[src/rtl/phase_change_detector_if.sv]
// Period marker, oscillator inputs and per-neuron phase/change results of phase_change_detector.
interface phase_change_detector_if #(
  parameter int unsigned N       = 15,
  parameter int unsigned PHASE_W = 8
);
  logic                   full_tick;
  logic [N-1:0]           neuron_out;
  logic [N-1:0]           state_changed;
  logic [N*PHASE_W-1:0]   phase_out;
  logic [N-1:0]           phase_valid;

  modport master (
    output full_tick, neuron_out,
    input  state_changed, phase_out, phase_valid
  );

  modport slave (
    input  full_tick, neuron_out,
    output state_changed, phase_out, phase_valid
  );
endinterface

[src/rtl/phase_change_detector.sv]
// Per-neuron oscillator phase measurement and period-to-period change flags.
// Optional macro PCD_SYNC_EN adds a 2-flop synchronizer on every neuron_out bit.
module phase_change_detector #(
  parameter int unsigned N       = 15,
  parameter int unsigned PHASE_W = 8,
  parameter int unsigned TOL     = 2
) (
  input  logic                    clk,
  input  logic                    rst_n,
  phase_change_detector_if.slave  pcd_io
);

  localparam int unsigned CW = PHASE_W + 1;
  localparam logic [PHASE_W-1:0] PH_MAX = '1;

  logic                        tick;
  logic [N-1:0]                nrn;
  logic [N-1:0]                nrn_prev_q;
  logic [N-1:0]                rise;
  logic [PHASE_W-1:0]          phase_cnt_q, phase_cnt_d;
  logic [N-1:0]                cap_seen_q, cap_seen_d;
  logic [N-1:0][PHASE_W-1:0]   cap_phase_q, cap_phase_d;
  logic [N-1:0]                prev_valid_q, prev_valid_d;
  logic [N-1:0][PHASE_W-1:0]   prev_phase_q, prev_phase_d;
  logic [N-1:0]                state_changed_q, state_changed_d;
  logic                        first_done_q, first_done_d;

  assign tick = pcd_io.full_tick;

`ifdef PCD_SYNC_EN
  logic [N-1:0] sync1_q, sync2_q;

  always_ff @(posedge clk or negedge rst_n) begin
    if (!rst_n) begin
      sync1_q <= '0;
      sync2_q <= '0;
    end else begin
      sync1_q <= pcd_io.neuron_out;
      sync2_q <= sync1_q;
    end
  end

  assign nrn = sync2_q;
`else
  assign nrn = pcd_io.neuron_out;
`endif

  assign rise = nrn & ~nrn_prev_q;

  // Phase counter restarts on the tick edge and saturates instead of wrapping
  always_comb begin
    phase_cnt_d = phase_cnt_q;
    if (tick) begin
      phase_cnt_d = '0;
    end else if (phase_cnt_q != PH_MAX) begin
      phase_cnt_d = phase_cnt_q + PHASE_W'(1);
    end
  end

  // First-edge capture during the period; commit and compare on the tick
  always_comb begin
    logic [CW-1:0] a;
    logic [CW-1:0] b;
    logic [CW-1:0] diff;
    logic [N-1:0]  chg;

    cap_seen_d      = cap_seen_q;
    cap_phase_d     = cap_phase_q;
    prev_valid_d    = prev_valid_q;
    prev_phase_d    = prev_phase_q;
    state_changed_d = state_changed_q;
    first_done_d    = first_done_q;
    a               = '0;
    b               = '0;
    diff            = '0;
    chg             = '0;

    for (int i = 0; i < N; i++) begin
      a    = {1'b0, cap_phase_q[i]};
      b    = {1'b0, prev_phase_q[i]};
      diff = (a >= b) ? (a - b) : (b - a);
      if (tick) begin
        if (cap_seen_q[i] && prev_valid_q[i]) begin
          chg[i] = (diff > CW'(TOL));
        end else begin
          chg[i] = cap_seen_q[i] ^ prev_valid_q[i];
        end
        prev_phase_d[i] = cap_phase_q[i];
        prev_valid_d[i] = cap_seen_q[i];
        // An edge in the tick cycle opens the new period at phase 0
        cap_seen_d[i]   = rise[i];
        cap_phase_d[i]  = '0;
      end else if (rise[i] && !cap_seen_q[i]) begin
        cap_seen_d[i]  = 1'b1;
        cap_phase_d[i] = phase_cnt_q;
      end
    end

    if (tick) begin
      state_changed_d = first_done_q ? chg : '1;
      first_done_d    = 1'b1;
    end
  end

  always_ff @(posedge clk or negedge rst_n) begin
    if (!rst_n) begin
      nrn_prev_q      <= '0;
      phase_cnt_q     <= '0;
      cap_seen_q      <= '0;
      cap_phase_q     <= '0;
      prev_valid_q    <= '0;
      prev_phase_q    <= '0;
      state_changed_q <= '0;
      first_done_q    <= 1'b0;
    end else begin
      nrn_prev_q      <= nrn;
      phase_cnt_q     <= phase_cnt_d;
      cap_seen_q      <= cap_seen_d;
      cap_phase_q     <= cap_phase_d;
      prev_valid_q    <= prev_valid_d;
      prev_phase_q    <= prev_phase_d;
      state_changed_q <= state_changed_d;
      first_done_q    <= first_done_d;
    end
  end

  // Committed history doubles as the debug readout
  assign pcd_io.state_changed = state_changed_q;
  assign pcd_io.phase_out     = prev_phase_q;
  assign pcd_io.phase_valid   = prev_valid_q;

endmodule

[src/flat_wrapper.sv]
// flat-port wrapper written by rule: the top's interface ports become plain ports
module phase_change_detector_flat 
#(
  parameter int unsigned N       = 15,
  parameter int unsigned PHASE_W = 8,
  parameter int unsigned TOL     = 2
)
  (clk, rst_n, pcd_io_full_tick, pcd_io_neuron_out, pcd_io_state_changed, pcd_io_phase_out, pcd_io_phase_valid);
  phase_change_detector_if #(.N(N), .PHASE_W(PHASE_W)) pcd_io_i ();
  input  logic clk;
  input  logic rst_n;
  input wire logic [$bits(pcd_io_i.full_tick)-1:0] pcd_io_full_tick;
  input wire logic [$bits(pcd_io_i.neuron_out)-1:0] pcd_io_neuron_out;
  output wire logic [$bits(pcd_io_i.state_changed)-1:0] pcd_io_state_changed;
  output wire logic [$bits(pcd_io_i.phase_out)-1:0] pcd_io_phase_out;
  output wire logic [$bits(pcd_io_i.phase_valid)-1:0] pcd_io_phase_valid;
  assign pcd_io_i.full_tick = pcd_io_full_tick;
  assign pcd_io_i.neuron_out = pcd_io_neuron_out;
  assign pcd_io_state_changed = pcd_io_i.state_changed;
  assign pcd_io_phase_out = pcd_io_i.phase_out;
  assign pcd_io_phase_valid = pcd_io_i.phase_valid;
  phase_change_detector #(.N(N), .PHASE_W(PHASE_W), .TOL(TOL)) u_core (.clk(clk), .rst_n(rst_n), .pcd_io(pcd_io_i));
endmodule
[config.mk]
export PLATFORM = sky130hd
export DESIGN_NAME = phase_change_detector_flat
export DESIGN_NICKNAME = d
export VERILOG_FILES = /design/src/rtl/phase_change_detector_if.sv /design/src/rtl/phase_change_detector.sv /design/src/flat_wrapper.sv
export SDC_FILE = /design/constraint.sdc
export NUM_CORES = 1
export LEC_CHECK = 0
export ABC_AREA = 1
export CAP_MARGIN = 20
export CORE_UTILIZATION = 57
export DETAILED_ROUTE_END_ITERATION = 7
export PLACE_DENSITY = 0.86
export SYNTH_ARGS = -nofsm -noshare
export SYNTH_HDL_FRONTEND = slang
export SYNTH_SLANG_ARGS = --single-unit
[constraint.sdc]
create_clock -name clk -period 2.9 [get_ports clk]
set_clock_uncertainty 0.1 [all_clocks]
set_input_delay 0.87 -clock clk [delete_from_list [all_inputs] [get_ports clk]]
set_output_delay 0.87 -clock clk [all_outputs]
set_load 0.02 [all_outputs]
==> results.py <==
metrics = {
    "status": {
        "outcome": "completed",
    },
    "clock_tree": {
        "cts_sinks": 309,
        "cts_resized": 0,
        "numCtsBuffers": 38,
        "post-cts-setup-buffers": 0,
        "hold_buffers": 0,
        "cts_buffer_depth": 3,
        "clockRootBuffer": "clkbuf_16",
        "clk_latency_ps": 570,
        "cts_max_level": 2,
        "cts_tree": "done",
        "clk_pin_slew_ps": 60,
    },
    "worst_setup_path": {
        "cpPeakStageDelay_ps": 750,
        "path_cells": "clkdlybuf4s50_1",
        "end_kind": "output pin",
        "crit_buf_inv": 1,
        "crit_path_top_delay_cell": "clkdlybuf4s50_1",
        "required_ps": 1930,
        "path_class": "reg -> out",
        "startpoint_type": "flop",
        "cp_max_fo": 4,
        "arrival_ps": 1760,
        "path_delay_family": "buffers and inverters",
    },
    "detailed_routing": {
        "drt_iter0_markers": 1758,
        "post-route-drc-count": 0,
        "vias_per_cell": 5.12,
        "drt_wl_total_um": 66400,
        "drt_pre_antenna_iters": 5,
        "route.detailed.wl_per_inst_um": 13.9,
        "num_vias": 24400,
        "ant_nets": 0,
    },
    "synthesis": {
        "yosys-top-cells-area": "dfrtp_1, nand2_1, ha_1",
        "synth-compound-area-share_pct": 8.77,
        "synth-main-ff-cell": "dfrtp_1",
        "ys_seq_elements": 309,
        "synth_top_family_by_area": "simple AND/OR/NAND/NOR gates",
        "synthMuxAreaShare_pct": 0,
        "syn_area_sq_um": 26200,
        "yosys.area.top_type_share_pct": 29.5,
        "synth_xor_xnor_area_share_pct": 1.54,
        "synth_area_per_cell_sq_um": 6.60,
        "synth_area_leader_cell": "dfrtp_1",
        "synth_cell_types": 37,
        "synth-simple-area-share_pct": 33.7,
        "ys_warn_count": 0,
        "ys_seq_area_share_pct": 29.5,
        "synthAdderAreaFrac_pct": 14.5,
        "yosysMostFrequentCell": "nand2_1",
        "syn_nets": 4278,
        "synth_edf_count": 0,
        "postSynthCellCount": 3974,
        "synthArstFlopShare_pct": 100,
        "ys_top_cells_by_count": "nand2_1, inv_1, dfrtp_1, nand3_1",
    },
    "placed_design": {
        "dpl_cell_area_sq_um": 28700,
        "place_hpwl_um": 50000,
        "place_congestion": 0.974,
        "io_buffers": 167,
    },
    "pwr": {
        "p_leak_nw": 16.0,
        "p_per_area_nw_per_um2": 488,
        "ir_drop_uv": 455,
    },
    "grt": {
        "track_usage_pct": 28.4,
        "antenna_found_initial": 2,
        "grt_max_degree": 87,
        "grt_pass1_wl_um": 109000,
        "first_global_vias": 23000,
        "grt_overflow": 0,
    },
    "cells_and_area": {
        "postLayoutCellArea_sq_um": 30000,
        "multi_input_area_sq_um": 15400,
        "n_antenna_cell": 0,
        "regArea_sq_um": 7730,
        "area_delta_synth_final_pct": 14.5,
        "final.fill_count": 3905,
        "nets": 4440,
        "layout-drive-gt1-share_pct": 6.70,
    },
    "floorplan": {
        "die-area_sq_um": 46900,
        "rows": 78,
        "ios": 168,
        "core_region_area_sq_um": 45400,
        "die_w_um": 217,
        "initial_core_util_pct": 57.8,
        "die_h_um": 217,
    },
    "worst_hold_path": {
        "hold_path_class": "in -> async",
    },
    "timing": {
        "drv_slew": 0,
        "rsz0062_at_grt": "no",
        "max_slew_margin_pct": 62.8,
        "worst_pin_slew_ps": 558,
        "fmaxAchievable_ghz": 0.366,
        "setup_viol": 0,
        "setup_tns_ps": 0,
        "finalCriticalPeriod_ps": 2730,
        "fin_crit_sh_pct": 94.1,
        "hold_violations": 0,
    },
    "job": {
        "drv_cap": 0,
    },
}
[area by class of cell]
class / count / share of cell area, %
multi-input cells: 2851 / 51.2
well taps: 600 / 2.50
clock inverters: 12 / 0.533
clock buffers: 56 / 3.87
repair buffers: 210 / 7.05
flip-flops and latches: 309 / 25.7
inverters: 726 / 9.07
[per-stage QoR]
stage	utilization [%]	hold WS (ps)	setup slack, ps	instances	total power (W)
floorplan	-	339	778	3974	0.00836
global placement	63.3	359	574	4696	0.00950
detailed placement	63.3	357	576	4696	0.00958
CTS	66.2	142	174	4764	0.0147
global route	66.2	168	154	4764	0.0156
finish	66.2	153	170	4764	0.0147
[report_power, final]
part | total, W | internal [W] | leakage (nW) | switching [W]
sequential | 0.00470 | 0.00450 | 4.15 | 0.000198
clock | 0.00508 | 0.00312 | 0.659 | 0.00196
combinational | 0.00487 | 0.00183 | 11.2 | 0.00304
total | 0.0147 | 0.00946 | 16.0 | 0.00520
[worst paths after layout]
| path | startpoint | end | slack (ps) | depth (start not counted) |
|---|---|---|---|---|
| hold / removal | rst_n | u_core.cap_phase_q[86]$_DFFE_PN0P_ | 150 | 1 |
| hold reg to reg | u_core.first_done_q$_DFFE_PN0P_ | u_core.first_done_q$_DFFE_PN0P_ | 370 | 1 |
| max in group asynchronous | rst_n | u_core.pcd_io.phase_out[62]$_DFFE_PN0P_ | 1890 | 2 |
| setup / recovery | u_core.pcd_io.phase_out[65]$_DFFE_PN0P_ | pcd_io_phase_out[65] | 170 | 1 |
| setup reg to reg | u_core.pcd_io.phase_out[74]$_DFFE_PN0P_ | u_core.pcd_io.state_changed[9]$_DFFE_PN0P_ | 550 | 14 |
| min in group clk | u_core.first_done_q$_DFFE_PN0P_ | u_core.first_done_q$_DFFE_PN0P_ | 370 | 1 |
[cells in the final DEF, fill, tap and decap left out, drive strengths merged]
cell,Yosys,layout
a211oi,1,1
a21o,4,4
a21oi,131,131
a31oi,1,1
and2,7,7
buf,38,44
bufinv,0,4
clkbuf,50,57
clkdlybuf4s50,0,165
clkinv,0,8
dfrtp,309,309
fa,30,30
ha,256,256
inv,726,726
nand2,1479,1479
nand3,296,296
nand3b,6,6
nand4,30,30
nor2,250,250
nor3,3,3
nor4,1,1
o211ai,9,9
o21a,7,7
o21ai,271,271
o21bai,9,9
or2,14,14
xnor2,33,33
xor2,13,13
[cell families (layout without fill, tap and decap cells)]
logic type               after synthesis  in the layout
AND/OR/NAND/NOR                     2086           2086
buffers and inverters                814           1004
AO/OA/AOI/OAI                        433            433
flip-flops                           309            309
adder cells (fa/ha/maj)              286            286
XOR/XNOR                              46             46
[per-layer routing]
layer  vias up  GRT usage, %  wire, um
met5         -             0        29
met4         4          12.3      2700
met3       153          4.58      3900
met2       619          46.7     30200
met1     11100          36.9     29600
li1      12500             -         -
[flip-flops by register name (all words and copies together), names as in the netlist]
signal and count:
u_core.cap_seen_q 15, u_core.pcd_io.phase_out 120, u_core.phase_cnt_q 8, u_core.first_done_q 1
u_core.pcd_io.state_changed 15, u_core.cap_phase_q 120, u_core.pcd_io.phase_valid 15, u_core.nrn_prev_q 15
Note: power is estimated with default switching activity, not from simulation.
